File: src/rtl/hp_rd_dma.sv
// Read-DMA engine: one command -> 4KiB-safe INCR bursts on the HP AR/R
// channel, with the returned data streamed out on an AXI-Stream master.
// Ports: clk/rst, cmd_* (command in), busy/done/err (status),
// hp_ar*/hp_r* (AXI4 read master), m_t* (stream master).
// Optional macro HP_RD_DMA_ERR_EN: sticky error flag from hp_rresp.
module hp_rd_dma #(
  parameter int HP_ADDR_WIDTH = 48,
  parameter int HP_DATA_WIDTH = 128,
  parameter int LEN_WIDTH     = 20,
  parameter int MAX_BURST     = 64
) (
  input  logic                     clk,
  input  logic                     rst,
  input  logic                     cmd_valid,
  output logic                     cmd_ready,
  input  logic [HP_ADDR_WIDTH-1:0] cmd_addr,
  input  logic [LEN_WIDTH-1:0]     cmd_len,
  output logic                     busy,
  output logic                     done,
  output logic                     err,
  output logic [HP_ADDR_WIDTH-1:0] hp_araddr,
  output logic [7:0]               hp_arlen,
  output logic [2:0]               hp_arsize,
  output logic [1:0]               hp_arburst,
  output logic                     hp_arvalid,
  input  logic                     hp_arready,
  input  logic [HP_DATA_WIDTH-1:0] hp_rdata,
  input  logic [1:0]               hp_rresp,
  input  logic                     hp_rlast,
  input  logic                     hp_rvalid,
  output logic                     hp_rready,
  output logic [HP_DATA_WIDTH-1:0] m_tdata,
  output logic                     m_tvalid,
  input  logic                     m_tready,
  output logic                     m_tlast
);

  typedef enum logic [1:0] {
    IDLE, AR, DATA, DONE
  } state_t;

  localparam logic [8:0] CAP = 9'(MAX_BURST);

  state_t                   state, state_nx;
  logic [HP_ADDR_WIDTH-1:0] addr;
  logic [LEN_WIDTH-1:0]     rem;
  logic [8:0]               room, lim, blen, arlen_w;
  logic                     accept, ar_fire, beat;

  // Beats left before the next 4KiB boundary.
  assign room = 9'd256 - {1'b0, addr[11:4]};
  assign lim  = (room < CAP) ? room : CAP;
  assign blen = (rem < LEN_WIDTH'(lim)) ? rem[8:0] : lim;
  assign arlen_w = blen - 9'd1;

  assign hp_araddr  = addr;
  assign hp_arlen   = arlen_w[7:0];
  assign hp_arsize  = 3'b100;
  assign hp_arburst = 2'b01;
  assign m_tdata    = hp_rdata;

  assign accept  = (state == IDLE) && cmd_valid;
  assign ar_fire = (state == AR) && hp_arready;
  assign beat    = (state == DATA) && hp_rvalid && m_tready;

  always_comb begin
    state_nx   = state;
    cmd_ready  = 1'b0;
    busy       = 1'b1;
    done       = 1'b0;
    hp_arvalid = 1'b0;
    hp_rready  = 1'b0;
    m_tvalid   = 1'b0;
    m_tlast    = 1'b0;
    unique case (state)
      IDLE: begin
        cmd_ready = 1'b1;
        busy      = 1'b0;
        if (cmd_valid)
          state_nx = (cmd_len == '0) ? DONE : AR;
      end
      AR: begin
        hp_arvalid = 1'b1;
        if (hp_arready) state_nx = DATA;
      end
      DATA: begin
        hp_rready = m_tready;
        m_tvalid  = hp_rvalid;
        m_tlast   = hp_rlast && (rem == '0);
        if (beat && hp_rlast)
          state_nx = (rem != '0) ? AR : DONE;
      end
      DONE: begin
        done     = 1'b1;
        state_nx = IDLE;
      end
      default: state_nx = IDLE;
    endcase
  end

  always_ff @(posedge clk) begin
    if (rst) begin
      state <= IDLE;
      addr  <= '0;
      rem   <= '0;
    end else begin
      state <= state_nx;
      if (accept) begin
        addr <= {cmd_addr[HP_ADDR_WIDTH-1:4], 4'b0};
        rem  <= cmd_len;
      end else if (ar_fire) begin
        addr <= addr + (HP_ADDR_WIDTH'(blen) << 4);
        rem  <= rem - LEN_WIDTH'(blen);
      end
    end
  end

  logic unused_addr;
  assign unused_addr = ^cmd_addr[3:0];

`ifdef HP_RD_DMA_ERR_EN
  logic err_flag;

  // Sticky across all bursts of a command; cleared on next accept.
  always_ff @(posedge clk) begin
    if (rst)
      err_flag <= 1'b0;
    else if (accept)
      err_flag <= 1'b0;
    else if (beat && (hp_rresp != 2'b00))
      err_flag <= 1'b1;
  end

  assign err = done && err_flag;
`else
  logic unused_resp;
  assign unused_resp = ^hp_rresp;
  assign err = 1'b0;
`endif

endmodule

File: config.mk
export PLATFORM = sky130hd
export DESIGN_NAME = hp_rd_dma
export DESIGN_NICKNAME = d
export VERILOG_FILES = /design/src/rtl/hp_rd_dma.sv
export SDC_FILE = /design/constraint.sdc
export NUM_CORES = 1
export LEC_CHECK = 0
export BUFFER_PORTS_ARGS = -buffer_cell sky130_fd_sc_hd__buf_2
export CAP_MARGIN = 25
export CORE_AREA = 2 2 158 160
export CTS_BUF_LIST = sky130_fd_sc_hd__clkbuf_4 sky130_fd_sc_hd__clkbuf_8
export DETAILED_ROUTE_END_ITERATION = 12
export DIE_AREA = 0 0 160 162
export PLACE_DENSITY = 0.62
export SKIP_LAST_GASP = 1
export SLEW_MARGIN = 20
export SYNTH_ARGS = -nofsm -noshare
export SYNTH_HDL_FRONTEND = slang
export SYNTH_SLANG_ARGS = --single-unit
File: constraint.sdc
create_clock -name clk -period 9.2 [get_ports clk]
set_input_delay 1.38 -clock clk [delete_from_list [all_inputs] [get_ports clk]]
set_output_delay 1.38 -clock clk [all_outputs]
set_load 0.01 [all_outputs]
==> impl_metrics.json <==
{
  "min_path_cells": 2,
  "finalSetupViolCount": 0,
  "ys_top_cells_by_area": "dfxtp_1 20%, buf_4 16%, a21oi_1 4.7%",
  "yosysTopAreaCellShare": 0.198,
  "fin_area_um2": 6780,
  "hpwl_um": 16700,
  "required_ns": 9.43,
  "worstRegToRegCells": 27,
  "synth_area_um2": 6670,
  "antenna_found_initial": 1,
  "stdcell_count": 1197,
  "status": "finished, final reports clean",
  "synthCells": 897,
  "start_util": 0.277,
  "clockBufferDepth": 2,
  "critPathKind": "flop to flop",
  "clk_pin_slew_ns": 0.08,
  "drive_gt1_frac": 0.227,
  "grt_pass1_vias": 5933,
  "cts_resized": 0,
  "placed_cells_incl_taps": 1181,
  "cp_slowest_cell": "dfxtp_1",
  "numCtsBuffers": 9,
  "clock_skew_ns": 0.0151,
  "clk_latency_ns": 0.38,
  "combPwrFrac": 0.451,
  "swShare": 0.442,
  "numPortBuffers": 129,
  "hold_class": "flop to flop",
  "p_int_mw": 0.646,
  "tns_ns": 0,
  "post_dp_cell_area_um2": 6580,
  "drc": 0,
  "min_period_ns": 6.60,
  "synth_enable_flop_cells": 0,
  "firstDrtPassIters": 5,
  "slowest_delay_ns": 0.54,
  "via_count": 6479,
  "postRouteAntennaNets": 0,
  "die_x_um": 160,
  "die_y_um": 162,
  "yosys.cell_count.top_type": "buf_4",
  "rsz0062_at_grt": "false",
  "utilization": 0.281,
  "cts_root_buf": "clkbuf_8",
  "gr-usage-all-layers": 0.167,
  "io_pins": 402,
  "wl_um": 22400,
  "postCtsSetupBuffers": 0,
  "fin_nets": 1091,
  "drt_iter0_markers": 392,
  "synth_cell_types": 90,
  "tritoncts": "yes",
  "core_um2": 24100,
  "synthTopCellsByCount": "140 x buf_4, 72 x nand2_1, 67 x nor2_1",
  "fin_crit_sh": 0.717,
  "max_slew.worst_pin.slew_ns": 0.797,
  "p_leak_nw": 2.65,
  "cts-htree-levels": 3,
  "hold_ws_ns": 0.520,
  "dieArea_um2": 25900,
  "p_seq_frac": 0.318,
  "seq_area_frac_synth": 0.198,
  "p_per_area_nw_per_um2": 171,
  "maxSlewViolCount": 0,
  "ir_drop_mv": 0.0597,
  "synth_top_area_cell": "dfxtp_1",
  "area_growth_pct": 1.65,
  "grt_pass1_wl_um": 34200,
  "cp_max_fo": 14,
  "p_sw_mw": 0.511,
  "hold_viol_final": 0,
  "overflow": 0,
  "syn_area_per_cell_um2": 7.43,
  "cp-start-kind": "flop",
  "arrival_ns": 6.83,
  "n_fill_cell": 2776,
  "row_count": 57,
  "cts_hold_buf": 0,
  "via_per_inst": 5.41,
  "wl_per_cell_um": 18.7,
  "max-cap-violations": 0,
  "clock-sinks": 66,
  "slew-limit-headroom": 0.468,
  "yosysWarnings": 0,
  "ys_async_sr_fraction": 0,
  "synthFlopType": "dfxtp_1",
  "gp_congestion": 0.872,
  "cp-end-kind": "flop",
  "ys_seq_elements": 66,
  "max_clock_freq_ghz": 0.152,
  "grt_start_max_net_pins": 66,
  "antenna_cells": 0,
  "p_clk_frac": 0.231
}
==> cell usage in the layout, fill, tap and decap left out, drive strengths merged, types with 13 or more instances in the layout <==
| cell | Yosys | routed |
|---|---|---|
| xnor2 | 21 | 21 |
| conb | 2 | 13 |
| a21oi | 65 | 65 |
| nand3 | 40 | 40 |
| buf | 146 | 137 |
| inv | 22 | 24 |
| nor3 | 23 | 23 |
| dfxtp | 66 | 66 |
| and3 | 21 | 21 |
| a22oi | 24 | 24 |
| a31oi | 20 | 20 |
| and2 | 15 | 15 |
| o21ai | 31 | 31 |
| ha | 18 | 18 |
| nand2 | 78 | 78 |
| nor4 | 14 | 14 |
| or4 | 13 | 13 |
| o211ai | 15 | 15 |
| or3 | 13 | 13 |
| nor2 | 67 | 67 |
==> cell families after synthesis <==
group | synth area share
simple gates | 0.261
compound gates | 0.256
buf+inv | 0.199
xor+xnor | 0.0326
flops | 0.198
mux | 0.0146
fa+ha+maj | 0.0371
other cells | 0.00113
==> final timing paths <==
| path | end | from | slack [ns] |
|---|---|---|---|
| worst min register to register | rem[18] | rem[18] | 0.52 |
| worst max register to register | rem[12] | hp_araddr[4] | 2.60 |
| worst max-delay path | rem[12] | hp_araddr[4] | 2.60 |
| worst min-delay path | rem[18] | rem[18] | 0.52 |
==> worst max-delay path, delay by kind of cell, from the launching register on <==
| family | cells | cell delay (ns) |
|---|---|---|
| multiplexers | 1 | 0.32 |
| AO/OA/AOI/OAI | 8 | 1.78 |
| buffers and inverters | 5 | 0.61 |
| AND/OR/NAND/NOR | 7 | 1.64 |
| adder cells (fa/ha/maj) | 6 | 1.57 |
| flip-flops | 1 | 0.54 |
==> sequential cells by signal (all words and copies together) (netlist names) <==
| name | cells |
|---|---|
| state | 2 |
| rem | 20 |
| hp_araddr | 44 |
==> power groups by stage <==
stage	combinational [mW]	sequential [mW]	clock [mW]
floorplan	0.428	0.356	0
global placement	0.517	0.372	0
detailed placement	0.521	0.373	0
CTS	0.523	0.367	0.272
global route	0.576	0.374	0.281
finish	0.522	0.368	0.267
==> metal layers <==
metal  GRT usage  vias up  wire, um
met2       0.268      243     10400
met3      0.0347       65      1380
li1            -     3091         -
met4      0.0725        2       641
met5           0        -        13
met1       0.219     3078      9980
==> stage by stage <==
stage          setup slack, ns  total power, mW
6_report                  2.60             1.16
4_1_cts                   2.61             1.16
3_3_place_gp              2.74            0.889
5_1_grt                   2.12             1.23
2_1_floorplan             3.23            0.784
3_5_place_dp              2.65            0.894
==> cell type report <==
cell class / instances / area, um^2 / share of cell area
sequential: 66 / 1320 / 0.195
inverter: 22 / 82.6 / 0.0122
multi-input combinational: 632 / 4070 / 0.600
tap: 324 / 405 / 0.0598
clock inverter: 7 / 75.1 / 0.0111
timing repair buffer: 137 / 706 / 0.104
clock buffer: 9 / 124 / 0.0183
(Power assumes the default switching activity.)
